==> src/rtl/fofb_link_frame_assembler.sv <==
`default_nettype none
// ============================================================================
// Module   : fofb_link_frame_assembler
// Brief    : Packs the FOFB read-links byte stream into BYTES_PER_FRAME-byte
//            words (first byte MS) with saturating framing-fault counters.
//            Optional: FOFB_FRAME_ASSEMBLER_CHECKSUM_EN (last byte = XOR csum).
// Revision : 1.0 - initial release
// ============================================================================
module fofb_link_frame_assembler #(
  parameter int BYTES_PER_FRAME = 4,
  parameter int COUNT_WIDTH     = 16
) (
  input  logic                         clk,
  input  logic                         arst,
  input  logic                         s_tvalid,
  output logic                         s_tready,
  input  logic [7:0]                   s_tdata,
  input  logic                         s_tuser,
  output logic                         m_tvalid,
  input  logic                         m_tready,
  output logic [8*BYTES_PER_FRAME-1:0] m_tdata,
  output logic                         m_tuser,
  output logic [COUNT_WIDTH-1:0]       frame_count,
  output logic [COUNT_WIDTH-1:0]       restart_count,
  output logic [COUNT_WIDTH-1:0]       orphan_count
`ifdef FOFB_FRAME_ASSEMBLER_CHECKSUM_EN
  ,
  output logic [COUNT_WIDTH-1:0]       csum_err_count
`endif
);

  localparam int                 c_idx_w    = $clog2(BYTES_PER_FRAME);
  localparam logic [c_idx_w-1:0] c_last_idx = c_idx_w'(BYTES_PER_FRAME - 1);
  localparam logic [c_idx_w-1:0] c_one_idx  = c_idx_w'(1);

  typedef enum logic [1:0] {
    ST_IDLE    = 2'd0,
    ST_COLLECT = 2'd1,
    ST_FULL    = 2'd2
  } state_t;

  state_t                         r_state;
  logic [c_idx_w-1:0]             r_idx;
  // Holds the bytes already received; old bytes shift out toward the MS end.
  logic [8*(BYTES_PER_FRAME-1)-1:0] r_buf;
  logic                           w_accept;
  logic [8*BYTES_PER_FRAME-1:0]   w_shift;

  function automatic logic [COUNT_WIDTH-1:0] sat_inc(input logic [COUNT_WIDTH-1:0] v);
    return (&v) ? v : v + COUNT_WIDTH'(1);
  endfunction

  assign s_tready = (r_state != ST_FULL);
  assign w_accept = s_tvalid & s_tready;
  assign w_shift  = {r_buf, s_tdata};

`ifdef FOFB_FRAME_ASSEMBLER_CHECKSUM_EN
  logic [7:0] r_csum;

  always_ff @(posedge clk or posedge arst) begin
    if (arst) begin
      r_csum         <= '0;
      m_tuser        <= 1'b0;
      csum_err_count <= '0;
    end else begin
      if (w_accept && (s_tuser || r_state == ST_IDLE)) begin
        r_csum <= s_tdata;
      end else if (w_accept && r_state == ST_COLLECT) begin
        r_csum <= r_csum ^ s_tdata;
      end
      if (w_accept && r_state == ST_COLLECT && !s_tuser && r_idx == c_last_idx) begin
        m_tuser <= (r_csum != s_tdata);
      end
      if (r_state == ST_FULL && m_tready && m_tuser) begin
        csum_err_count <= sat_inc(csum_err_count);
      end
    end
  end
`else
  assign m_tuser = 1'b0;
`endif

  always_ff @(posedge clk or posedge arst) begin
    if (arst) begin
      r_state       <= ST_IDLE;
      r_idx         <= '0;
      r_buf         <= '0;
      m_tvalid      <= 1'b0;
      m_tdata       <= '0;
      frame_count   <= '0;
      restart_count <= '0;
      orphan_count  <= '0;
    end else begin
      case (r_state)
        ST_IDLE: begin
          if (w_accept) begin
            if (s_tuser) begin
              r_buf   <= w_shift[8*(BYTES_PER_FRAME-1)-1:0];
              r_idx   <= c_one_idx;
              r_state <= ST_COLLECT;
            end else begin
              orphan_count <= sat_inc(orphan_count);
            end
          end
        end
        ST_COLLECT: begin
          if (w_accept) begin
            r_buf <= w_shift[8*(BYTES_PER_FRAME-1)-1:0];
            // An early start-of-frame wins even on the expected last byte.
            if (s_tuser) begin
              restart_count <= sat_inc(restart_count);
              r_idx         <= c_one_idx;
            end else if (r_idx == c_last_idx) begin
              m_tdata  <= w_shift;
              m_tvalid <= 1'b1;
              r_idx    <= '0;
              r_state  <= ST_FULL;
            end else begin
              r_idx <= r_idx + c_one_idx;
            end
          end
        end
        ST_FULL: begin
          if (m_tready) begin
            m_tvalid    <= 1'b0;
            frame_count <= sat_inc(frame_count);
            r_state     <= ST_IDLE;
          end
        end
        default: r_state <= ST_IDLE;
      endcase
    end
  end

endmodule
`default_nettype wire

==> config.mk <==
export PLATFORM = sky130hd
export DESIGN_NAME = fofb_link_frame_assembler
export DESIGN_NICKNAME = d
export VERILOG_FILES = /design/src/rtl/fofb_link_frame_assembler.sv
export SDC_FILE = /design/constraint.sdc
export NUM_CORES = 1
export LEC_CHECK = 0
export ABC_AREA = 1
export CAP_MARGIN = 20
export CORE_MARGIN = 8
export CORE_UTILIZATION = 57
export CTS_CLUSTER_SIZE = 10
export DETAILED_ROUTE_END_ITERATION = 6
export PLACE_DENSITY_LB_ADDON = 0.3
export SKIP_CTS_REPAIR_TIMING = 1
export SLEW_MARGIN = 20
export SYNTH_ARGS = -nofsm -noshare
export SYNTH_HDL_FRONTEND = slang
export SYNTH_SLANG_ARGS = --single-unit
export TNS_END_PERCENT = 1
==> constraint.sdc <==
create_clock -name clk -period 7.1 [get_ports clk]
set_clock_uncertainty 0.1 [all_clocks]
set_input_delay 1.42 -clock clk [delete_from_list [all_inputs] [get_ports clk]]
set_output_delay 1.42 -clock clk [all_outputs]
set_load 0.005 [all_outputs]
* Word level (Yosys, flattened, before mapping)
Cells that the tools add are included.
** Cells by class
- Add/sub/neg operators :: 4
- Eq/ne operators :: 10
- Mux-type cells :: 20
- Bitwise logic cells :: 5
- Reductions and logical operators :: 13
** Operator list (count)
- 2-to-1 mux 24 bit :: 3
- adder 16 x 1 -> 16 bit, second input constant :: 3
- one-hot mux 24 bit (2 select lines) :: 1
- AND reduction 16 bit :: 3
- 2-to-1 mux 2 bit :: 9
- AND reduction 4 bit :: 4
- inequality test 2 bit, second input constant :: 7
- one-hot mux 2 bit (3 select lines) :: 1
- AND reduction 6 bit :: 1
- AND reduction 5 bit :: 1
- equality test 2 bit, second input constant :: 2
- 2-to-1 mux 1 bit :: 4
- inverter 1 bit :: 4
- one-hot mux 2 bit (2 select lines) :: 1
- nonzero test 2 bit :: 2
- AND reduction 3 bit :: 1
- adder 2 x 1 -> 2 bit, second input constant :: 1
- equality test 2 x 1 -> 1 bit, second input constant :: 1
- logical NOT 2 bit :: 1
- one-hot mux 1 bit (2 select lines) :: 1
- bitwise AND 1 bit :: 1
** Storage, ports and cells
- Register bits :: 109
- Input port bits :: 13
- Output and inout bits :: 83
- Logic and storage cells :: 60

* Depth between registers and ports, before layout
- Depth after elaboration :: 5
- Gate-level depth with buffers :: 11
- Gate-level depth less buffers :: 10

* Worst setup path before layout
OpenSTA, ideal clock, no wires.
- Kind :: input to register
- Start point :: input s_tuser
- End point :: register r_buf[0]
- Setup time :: 0.126 ns
- Arrival time :: 2.122 ns
- Required time :: 6.874 ns
- Slack :: 4.752 ns
- Stages on the path :: 4
- Path buffers :: 2
- Cell sequence :: o211ai_1 > buf_2 > buf_2 > o21ai_0
** Between the ends
- Longest elaborated chain between the ends :: 2
** Ends and longest elaborated chain
- start, declared :: line 18 : input logic s_tuser,
- inequality test 2 bit (no source line)
- AND reduction 4 bit (no source line)
- end signal, assigned :: line 98 : r_buf <= w_shift[8*(BYTES_PER_FRAME-1)-1:0];
- end signal, assigned :: line 108 : r_buf <= w_shift[8*(BYTES_PER_FRAME-1)-1:0];
- end, declared :: line 45 : logic [8*(BYTES_PER_FRAME-1)-1:0] r_buf;
Every way passes these cells.
A chain may end at the register's enable or synchronous reset.

* Worst setup path after layout
- Start point :: input s_tuser
- End point :: register m_tvalid
** Between the ends
- Longest elaborated chain between the ends :: 2
** Ends and longest elaborated chain
- inequality test 2 bit (no source line)
- AND reduction 5 bit (no source line)
- end signal, assigned :: line 88 : m_tvalid <= 1'b0;
- end signal, assigned :: line 115 : m_tvalid <= 1'b1;
- end signal, assigned :: line 125 : m_tvalid <= 1'b0;
- end, declared :: line 19 : output logic m_tvalid,
Every way passes these cells.

==> impl_metrics.toml <==
[floorplan]
core.rowCount = 35
die_y_um = 114
coreArea_mm2 = 0.00928
fp.dieW_um = 114
ioPinCount = 96
start_util = 0.590
dieArea_mm2 = 0.0130

[worst_setup_path]
path_max_fanout = 50
cp-start-kind = "primary input"
crit_start = "s_tuser"
critPathTopFamily = "buffers and inverters"
critPathMaxStageDelay_ns = 0.59
cp_common_cell = "nor2_1"
slowest_stage = "clkdlybuf4s50_1"
crit_chain = "clkdlybuf4s50_1, inv_1, nand4_2, buf_4, clkinv_1, nor2_1, nor2_1"
worstPathArrival_ns = 3.52
worst-path-buf-inv = 4
reg2reg_slack_ns = 4.91
criticalPathCategory = "primary input to flop"
worstSetupEndpointType = "flop"
worst_ep_required_time_ns = 7.26
r2r_start = "r_state[0]"

[routing]
drtIter0Drc = 357
firstDrtPassIters = 5
wl_per_cell_um = 13.6
drc = 0
vias_per_cell = 5.18
via_count = 4884
wl_mm = 12.9
ant_nets = 0

[logic_synthesis]
synth_compound_area_frac = 0.0530
yosysMostFrequentCell = "nand2_1"
syn_nets = 741
synthTopCellsByArea = "dfrtp_1, nand2_1, nand3_1"
ys_warn_count = 0
synth_top_area_cell = "dfrtp_1"
ys_seq_elements = 109
synth_edf_count = 0
synth_ff_type = "dfrtp_1"
syn-cell-area_mm2 = 0.00547
synth_mux_area_frac = 0
synth_simple_gate_area_frac = 0.342
synth_fa_ha_area_frac = 0.00914
synth_top_area_share = 0.498
synth_top_family_by_area = "simple AND/OR/NAND/NOR gates"
syn_avg_cell_area_um2 = 7.56
synthArstFlopShare = 1.00
postSynthCellCount = 724
synthXorXnorAreaFrac = 0.0224
ys_seq_area_frac = 0.498
synthDistinctLibCells = 27
synth_top_cells_by_count = "nand2_1, dfrtp_1, inv_1"

[power_and_ir_drop]
pwr-share-seq = 0.504
pwr-share-comb = 0.297
p_per_area_mw_per_mm2 = 276
switching_power_uw = 629
ir_drop_mv = 0.212
intPower_mw = 1.21
power_leakage_nw = 3.16
p_sw_frac = 0.343
clockPowerShare = 0.199

[clock_tree]
clk_pin_slew_ns = 0.11
cts_buffer_depth = 2
clock_sinks = 109
numCtsBuffers = 9
cts_tree = "done"
ctsRootBufferMaster = "clkbuf_8"
clock_latency_ns = 0.37
htree_levels = 3

[hold_path]
min_path_type = "flop to flop"
min_from = "r_buf[19]"

[cells_and_area]
seq_area_mm2 = 0.00273
antenna_cells = 0
drive_gt1_frac = 0.0528
nets = 826
finish.instance_area_mm2 = 0.00664
area_growth_pct = 21.3
multi_input_area_mm2 = 0.00234
fill_cells = 750
fin_cells = 943

[placed_design]
gp_congestion = 0.849
place_inst = 927
dp_hpwl_mm = 9.16
place_area_mm2 = 0.00645
port_buffers = 94

[sta]
min_period_ns = 3.35
hold_violations = 0
max_freq_mhz = 298
rsz0062_at_grt = "no"
tns_ns = 0
setup_violations = 0
final_max_slew_viol_count = 0
hold_slack_ns = 0.376
maxSlewHeadroom = 0.425
period_share = 0.472
worst_slew_pin_slew_ns = 0.862

[grt]
grt_overflow = 0
grt_max_degree = 72
busiest_layer = "met2"
grtUsageTotal = 0.201
use_met2 = 0.337
antenna_found_initial = 0
grt_pass1_wl_mm = 21.5
grt_pass1_vias = 4620
gr-usage-met3 = 0.0523
use_met1 = 0.254

[run]
cap_viol_max_count = 0

[outcome]
outcome = "complete, no violations"
## worst paths after layout
kind,to,depth (start not counted)
min in group asynchronous,frame_count[9],2
max in group asynchronous,m_tdata[26],3
worst max register to register,m_tvalid,7
worst min-delay path,m_tdata[27],2
worst max-delay path,m_tvalid,7
worst min register to register,m_tdata[27],2
## power groups by stage
stage | sequential, mW | combinational, mW | clock (mW)
finish | 0.925 | 0.544 | 0.366
global route | 0.945 | 0.614 | 0.396
CTS | 0.922 | 0.553 | 0.375
detailed placement | 0.931 | 0.548 | 0
global placement | 0.925 | 0.527 | 0
floorplan | 0.911 | 0.256 | 0
## worst register-to-register path, stage by stage (launching register included)
cell and delay [ns]:
dfrtp_1 0.46, nand2_1 0.16, inv_1 0.08, nand4_2 0.07
buf_4 0.40, clkinv_1 0.53, nor2_1 0.23, nor2_1 0.05
## area by class of cell
| cell class | instances | area share |
|---|---|---|
| sequential | 109 | 0.411 |
| multi-input combinational | 525 | 0.352 |
| timing repair buffer | 97 | 0.145 |
| inverter | 67 | 0.0383 |
| tap | 129 | 0.0243 |
| clock buffer | 9 | 0.0187 |
| clock inverter | 7 | 0.0102 |
## cell usage in the layout (no fill, tap or decap), types with 3 or more instances in the layout
cell / netlist / final
ha_1: 4 / 4
inv_1: 66 / 65
nand3b_1: 5 / 5
nor2_2: 11 / 12
o21ai_0: 47 / 47
dfrtp_1: 109 / 109
nand3_1: 55 / 55
nand2_2: 5 / 5
xor2_1: 9 / 9
nand4_1: 10 / 10
nor2_1: 52 / 51
inv_6: 0 / 3
buf_4: 5 / 3
nand2_1: 312 / 312
xnor2_1: 5 / 5
clkdlybuf4s50_1: 0 / 94
clkbuf_8: 0 / 9
o21ai_2: 3 / 3
## logic make-up (layout without fill, tap and decap cells)
group	after synthesis	in the layout
simple gates	453	453
flops	109	109
buf+inv	90	180
compound gates	53	53
xor+xnor	14	14
fa+ha+maj	4	4
other cells	1	1
## sequential cells by signal (all words and copies together), names as in the netlist
name / flops
restart_count: 16
orphan_count: 16
m_tdata: 32
m_tvalid: 1
r_idx: 2
frame_count: 16
r_state: 2
r_buf: 24
## stage by stage
stage          setup WS [ns]   util  total power, mW
2_1_floorplan           2.71      -             1.17
3_3_place_gp            3.47  0.694             1.45
3_5_place_dp            3.40  0.694             1.48
4_1_cts                 3.77  0.715             1.85
5_1_grt                 3.62  0.715             1.96
6_report                3.75  0.715             1.84
## layer usage
layer	vias to the layer above	part of all wire	wire length, um
met3	7	0.064	828
li1	2418	-	-
met1	2344	0.44	5710
met5	-	0	0
met2	115	0.49	6260
met4	0	0.0054	70
Power figures use the tool's default switching activity.
